===== src/rtl/ppm_slot_ctrl.sv =====
// rtl/ppm_slot_ctrl.sv - PPM symbol decoder: frame sync, slot timing, pulse capture.
// Optional build macro PPM_SYNC_EN adds a two-flop input synchronizer ahead of ppm_s.
module ppm_slot_ctrl #(
    parameter int SLOT_CYC  = 128,
    parameter int PPM_ORDER = 16
) (
    input  logic                         clk,
    input  logic                         rst_n,
    input  logic                         run,
    input  logic                         ppm_in,
    output logic                         busy,
    output logic                         slot_tick,
    output logic                         sym_valid,
    output logic [$clog2(PPM_ORDER)-1:0] sym_data,
    output logic                         sym_err
);

    localparam int DW = $clog2(PPM_ORDER);
    localparam int CW = $clog2(SLOT_CYC);

    localparam logic [1:0] S_IDLE  = 2'd0;
    localparam logic [1:0] S_ARM   = 2'd1;
    localparam logic [1:0] S_SLOTS = 2'd2;
    localparam logic [1:0] S_DONE  = 2'd3;

    logic [1:0]    state;
    logic [CW-1:0] cyc_cnt;
    logic [DW-1:0] slot_idx;
    logic [DW-1:0] cap;
    logic          seen;
    logic          multi;
    logic          ppm_s;
    logic          ppm_d;
    logic          rise;

`ifdef PPM_SYNC_EN
    logic sync_meta;
    logic sync_q;

    // Two-flop synchronizer followed by the same output register as the plain build.
    always_ff @(posedge clk or negedge rst_n) begin
        if (!rst_n) begin
            sync_meta <= 1'b0;
            sync_q    <= 1'b0;
            ppm_s     <= 1'b0;
        end else begin
            sync_meta <= ppm_in;
            sync_q    <= sync_meta;
            ppm_s     <= sync_q;
        end
    end
`else
    always_ff @(posedge clk or negedge rst_n) begin
        if (!rst_n) begin
            ppm_s <= 1'b0;
        end else begin
            ppm_s <= ppm_in;
        end
    end
`endif

    always_ff @(posedge clk or negedge rst_n) begin
        if (!rst_n) begin
            ppm_d <= 1'b0;
        end else begin
            ppm_d <= ppm_s;
        end
    end

    assign rise = ppm_s & ~ppm_d;

    logic in_slots;
    logic last_cyc;
    logic last_slot;

    assign in_slots  = (state == S_SLOTS);
    assign last_cyc  = (cyc_cnt == CW'(SLOT_CYC - 1));
    assign last_slot = (slot_idx == DW'(PPM_ORDER - 1));
    assign slot_tick = in_slots & last_cyc;
    assign sym_valid = (state == S_DONE);
    assign busy      = (state != S_IDLE);

    // Next-value view of the capture so a rise on the final cycle still lands in the symbol.
    logic          seen_n;
    logic          multi_n;
    logic [DW-1:0] cap_n;

    always_comb begin
        seen_n  = seen;
        multi_n = multi;
        cap_n   = cap;
        if (in_slots && rise) begin
            if (!seen) begin
                seen_n = 1'b1;
                cap_n  = slot_idx;
            end else begin
                multi_n = 1'b1;
            end
        end
    end

    always_ff @(posedge clk or negedge rst_n) begin
        if (!rst_n) begin
            state    <= S_IDLE;
            cyc_cnt  <= '0;
            slot_idx <= '0;
            cap      <= '0;
            seen     <= 1'b0;
            multi    <= 1'b0;
            sym_data <= '0;
            sym_err  <= 1'b0;
        end else begin
            case (state)
                S_IDLE: begin
                    if (run) begin
                        state <= S_ARM;
                    end
                end
                S_ARM: begin
                    if (rise) begin
                        state    <= S_SLOTS;
                        cyc_cnt  <= '0;
                        slot_idx <= '0;
                        cap      <= '0;
                        seen     <= 1'b0;
                        multi    <= 1'b0;
                    end else if (!run) begin
                        state <= S_IDLE;
                    end
                end
                S_SLOTS: begin
                    seen  <= seen_n;
                    multi <= multi_n;
                    cap   <= cap_n;
                    if (last_cyc) begin
                        cyc_cnt <= '0;
                        if (last_slot) begin
                            state    <= S_DONE;
                            sym_data <= seen_n ? cap_n : '0;
                            sym_err  <= ~seen_n | multi_n;
                        end else begin
                            slot_idx <= slot_idx + DW'(1);
                        end
                    end else begin
                        cyc_cnt <= cyc_cnt + CW'(1);
                    end
                end
                default: begin
                    state <= run ? S_ARM : S_IDLE;
                end
            endcase
        end
    end

endmodule


===== config.mk =====
export PLATFORM = sky130hd
export DESIGN_NAME = ppm_slot_ctrl
export DESIGN_NICKNAME = d
export VERILOG_FILES = /design/src/rtl/ppm_slot_ctrl.sv
export SDC_FILE = /design/constraint.sdc
export NUM_CORES = 1
export LEC_CHECK = 0
export CORE_MARGIN = 3
export CORE_UTILIZATION = 50
export DETAILED_ROUTE_END_ITERATION = 6
export PLACE_DENSITY = 0.71
export SLEW_MARGIN = 0
export SYNTH_ARGS = -nofsm -noshare
export SYNTH_HDL_FRONTEND = slang
export SYNTH_SLANG_ARGS = --single-unit

===== constraint.sdc =====
create_clock -name clk -period 3 [get_ports clk]
set_input_delay 0.45 -clock clk [delete_from_list [all_inputs] [get_ports clk]]
set_output_delay 0.45 -clock clk [all_outputs]
set_load 0.01 [all_outputs]

## Word level (Yosys, flattened, before mapping)

Index checks and enable logic that the tools add are counted.

| operators by class | value |
|---|---|
| mux-type cells | 24 |
| add/subtract/negate cells | 2 |
| bitwise operators | 5 |
| equal/unequal tests | 11 |
| reduce and logical (&&, ||, !) cells | 8 |

Operators by type and width:

| operator | number |
|---|---|
| two-way mux 4 bit | 6 |
| case mux 4 bit (2 select lines) | 2 |
| two-way mux 7 bit | 2 |
| case mux 7 bit (2 select lines) | 1 |
| two-way mux 2 bit | 5 |
| AND reduction 4 bit | 2 |
| adder 7 x 1 -> 7 bit, second input constant | 1 |
| equality test 7 bit, second input constant | 1 |
| inequality test 2 bit, second input constant | 3 |
| case mux 2 bit (3 select lines) | 1 |
| two-way mux 1 bit | 5 |
| adder 4 x 1 -> 4 bit, second input constant | 1 |
| equality test 2 bit, second input constant | 2 |
| equality test 4 bit, second input constant | 1 |
| inequality test 2 x 1 -> 1 bit, second input constant | 2 |
| case mux 1 bit (2 select lines) | 2 |
| nonzero test 2 bit | 2 |
| inequality test 3 bit, second input constant | 1 |
| AND reduction 3 bit | 1 |
| AND 1 bit | 2 |
| equality test 2 x 1 -> 1 bit, second input constant | 1 |
| logical NOT 2 bit | 1 |
| NOT 1 bit | 2 |
| AND reduction 2 bit | 1 |
| 2 further kinds | 2 |

| storage, ports and cells | value |
|---|---|
| bits of input ports | 4 |
| flip-flop bits (word level) | 26 |
| word-level logic and storage cells | 60 |
| output and inout bits | 8 |

## Longest topological paths before layout

| depth | value |
|---|---|
| depth in word-level cells | 6 |
| depth in mapped cells | 5 |
| mapped depth without buffers | 5 |

## Least setup slack after synthesis

No wires, ideal clock.

| path | value |
|---|---|
| path kind | reg-to-output |
| from | register cyc_cnt[0] |
| to | output port slot_tick |
| setup slack | 1434 ps |
| required time | 2550 ps |
| cell stages (with the launch flop) | 4 |
| path buffers | 0 |
| data arrival time | 1116 ps |
| path through | dfrtp_1 ha_1 nand3_1 nor3_1 |

| on the way | value |
|---|---|
| cells in the longest elaborated chain, start to end | 2 |

Ends and longest elaborated chain:

| item | RTL line | text |
|---|---|---|
| start, declared | 27 | `logic [CW-1:0] cyc_cnt;` |
| start signal, assigned | 145 | `cyc_cnt <= cyc_cnt + CW'(1);` |
| equality test 7 bit | 77 | `assign last_cyc = (cyc_cnt == CW'(SLOT_CYC - 1));` |
| AND 1 bit | 79 | `assign slot_tick = in_slots & last_cyc;` |
| end, declared | 12 | `output logic slot_tick,` |

Every way passes these cells.

## Worst setup path after layout

| path | value |
|---|---|
| from | register state[0] |
| to | output port slot_tick |

| on the way | value |
|---|---|
| cells in the longest elaborated chain, start to end | 2 |

Ends and longest elaborated chain:

| item | RTL line | text |
|---|---|---|
| start, declared | 26 | `logic [1:0] state;` |
| start signal, assigned | 149 | `state <= run ? S_ARM : S_IDLE;` |
| equality test 2 bit | 76 | `assign in_slots = (state == S_SLOTS);` |
| AND 1 bit | 79 |  |

Every way passes these cells.

==> run summary <==
The final sum of negative setup slack came out at 0 ns. Synthesis instantiated 35 different standard cells from the library. Buffers added to address setup during post-CTS repair amount to 0.

The met1 global-route usage came out at 23.3%. The core region is 0.00228 mm². The cell depth of the worst min-delay path came out at 0. Counting flops with an async set or reset pin after synthesis yields a share of 100%. The worst slew slack as a fraction of its limit is 62.3%. The switching fraction of total power is 34.9%. The endpoint identified for the worst register-to-register timing path is sym_data[3]$_DFFE_PN0P_.

The run finished with clean final reports. The power spent charging and discharging nets came out at 0.297 mW. The achievable frequency came out at 0.402 GHz.

Combinational logic is responsible for 29.3% of the overall power. The routing usage on met3 came out at 2.10%. The die is 55.5 µm wide.

CTS built an H-tree with a depth of 1. The power per cell area is 616 mW/mm². The reg-to-reg setup timing slack came out at 1.25 ns. The proportion of synthesized area in mux cells is 0.917%. The number of nets in the layout is 140. After detailed routing, the number of remaining DRC violations is 0. The startpoint identified for the worst hold timing path is ppm_s$_DFF_PN0_. The count of final setup violators came out at 0. The post-cts repair resize count is 0. The part of the Yosys area used for sequential elements came out at 53.0%.

Of the total synthesized cell area, the portion taken by AND, OR, NAND and NOR gates is 20.7%. The final worst clock skew came out at 0.00249 ns. TritonCTS built the clock tree. The initial antenna violation count is 0. The overall power is 0.852 mW. The floorplan row count came out at 17. The number of synthesized register bits is 26. The number of hold buffers added after CTS is 0. The number of endpoints with negative hold slack in the final report is 0. The library cell used most frequently in the layout, excluding fill and tap cells, is dfrtp_1. The global routing stage identified its most utilized layer as met2. The Yosys warning count is 0.

The net count after synthesis is 126. The min-delay analysis places its worst path in the category reg2reg. The initial detailed-routing violation count is 33.

The number of maximum-capacitance constraint violations came out at 0. In the layout the commonest cells are dfrtp_1 (26), nor2_1 (15), a21oi_1 (11), o21ai_0 (11), clkdlybuf4s50_1 (11). The number of clock sinks seen by CTS came out at 26. The overflow left after global routing is 0.

After clock tree synthesis, the clock-pin slew on the worst setup and hold paths is 0.13 ns. The path with the worst hold slack has its endpoint at ppm_d$_DFF_PN0_. The worst setup path is captured at an output port. The internal power came out at 0.555 mW. The number of buffers inserted by port buffering is 11. Setup repair after global routing left no endpoint under its margin. By area, the combinational part of the netlist is dominated by simple AND/OR/NAND/NOR gates. The overall track demand over capacity in global routing came out at 16.7%. The met2 track demand over resource is 26.5%. The wire length of the first global-routing pass came out at 4110 µm. The highest net fanout along the worst path came out at 8. The floorplan step defined a die boundary enclosing 0.00309 mm². The detailed placer's ending HPWL is 1670 µm. The worst setup slack after layout came out at 0.510 ns.

For this block, the routed nets add up to 2290 µm of wire. The CTS buffer count is 3. In this run the critical register-to-register path is launched from state[0]$_DFFE_PN0P_. The number of detailed-routing iterations run before antenna repair is 4.

The number of max-slew violations in the final report is 0. Entering global routing, the biggest net connects 27 pins. The worst setup path is of the reg2out kind. The synthesized netlist devotes 2.04% of its cell area to adder and majority cells. The final weighted congestion in routability-driven placement is 0.824. The via total after detailed routing is 911. The starting utilization of the core area is 53.9%.

The number of primary I/O pins came out at 12. The routed via count divided by cell count is 5.69. The average instance area after synthesis came out at 10.2 µm².

The part of the cycle the worst path needs is 83.0%. The count of fill cells added during filler insertion came out at 193. The pre-CTS setup slack came out at 0.890 ns.

The cell leakage power is 0.620 nW. The tree is rooted in a clkbuf_4. The shortest clock period the worst path allows after layout came out at 2.49 ns.

The area added between synthesis and finish is 12.6%. The cell count after synthesis is 120. At the worst endpoint, the required time is 2.55 ns.

For the pin with the worst max-slew slack, the measured transition is 0.562 ns. Summing every instance area after synthesis gives 0.00123 mm². The number of global-route vias before repair came out at 911. The share of layout cells above drive strength 1 came out at 9.09%. The number of buffers on the longest clock path is 2. The repair_antennas step left the layout with diodes totalling 0. Measured in cells, the most critical reg-to-reg path has a length of 4.

The core occupancy in the finished layout is 60.7%. The worst-skew pair later-pin latency came out at 0.31 ns. In the synthesized netlist the dominant register cell turns out to be dfrtp_1.

The number of routed nets with antenna violations came out at 0. The floorplan die height is 55.5 µm. The critical path data arrival time came out at 2.04 ns. The worst ir drop on vdd came out at 486 µV.

The per-cell routed wire length is 14.3 µm. The post-synthesis share of cell area spent on xor and xnor gates came out at 1.43%. The share of the synthesized area in compound gates (AO/OA/AOI/OAI) is 18.8%.

The clock share of power came out at 16.9%. The fraction of power consumed by sequential logic is 53.8%. The element type at the critical path start is a register. The number of flops mapped to enable cells by yosys came out at 0.
how the worst max path moves through the flow:
| stage | from | to | cells past startpoint |
|---|---|---|---|
| 2_1_floorplan | cyc_cnt[0]$_DFFE_PN0P_ | slot_tick | 3 |
| 3_5_place_dp | cyc_cnt[0]$_DFFE_PN0P_ | slot_tick | 4 |
| 5_1_grt | cyc_cnt[0]$_DFFE_PN0P_ | slot_tick | 4 |
| 4_1_cts | cyc_cnt[0]$_DFFE_PN0P_ | slot_tick | 4 |
| 6_report | state[0]$_DFFE_PN0P_ | slot_tick | 3 |
| 3_3_place_gp | state[0]$_DFFE_PN0P_ | slot_tick | 3 |
kinds of logic after synthesis:
logic type | Yosys count
AOI/OAI and AO/OA | 37
xor gates and xnor gates | 2
adders and majority gates | 2
buffers and inverters | 8
DFF | 26
muxes | 1
and+or+nand+nor | 44
final cells by class:
cell class	count	area, µm²	share of cell area (%)
Clock buffer	3	22.5	1.63
Inverter	5	18.8	1.36
Multi-Input combinational cell	86	538	38.9
Sequential cell	26	651	47.1
Tap cell	28	35.0	2.53
Timing Repair Buffer	12	118	8.51
flip-flops by register name (all words and copies together) (netlist names):
name and count:
multi 1, sym_err 1, cap 4, cyc_cnt 7
ppm_d 1, slot_idx 4, state 2, ppm_s 1
seen 1, sym_data 4
worst max-delay path, stage by stage, from the launching register on:
cell	delay (ns)
dfrtp_1	0.46
nand2b_1	0.34
nor3_1	0.33
clkdlybuf4s50_1	0.59
routing by layer:
metal / routed length (µm) / up-vias
li1: - / 456
met1: 1100 / 436
met2: 1100 / 14
met3: 50 / 5
met4: 43 / 0
met5: 0 / -
per-stage QoR:
| stage | instance area [µm²] | std cells | hold WS, ns |
|---|---|---|---|
| after global placement | 1360 | 157 | 0.420 |
| after global routing | 1380 | 160 | 0.471 |
| after detailed placement | 1360 | 157 | 0.430 |
| after floorplan | 1230 | 120 | 0.154 |
| after CTS | 1380 | 160 | 0.460 |
| final | 1380 | 160 | 0.468 |
power by group through the flow:
stage	registers [mW]	logic, mW	clock network, mW
floorplan	0.438	0.211	0
global placement	0.462	0.249	0
detailed placement	0.465	0.252	0
CTS	0.457	0.252	0.149
global route	0.471	0.286	0.162
finish	0.458	0.250	0.144
synth_stat cells, types with 2 or more instances:
cell type  number  area (µm²)
dfrtp_1        26         651
nor2_1         15        56.3
a21oi_1        11        55.1
o21ai_0        11        55.1
nand2_1         6        22.5
inv_1           5        18.8
nand3_1         5        25.0
a22o_1          4        35.0
a22oi_1         4        30.0
nand2b_1        4        25.0
a31oi_1         2        12.5
and3_1          2        12.5
ha_1            2        25.0
xor2_1          2        17.5
Note: power is estimated with default switching activity, not from simulation.
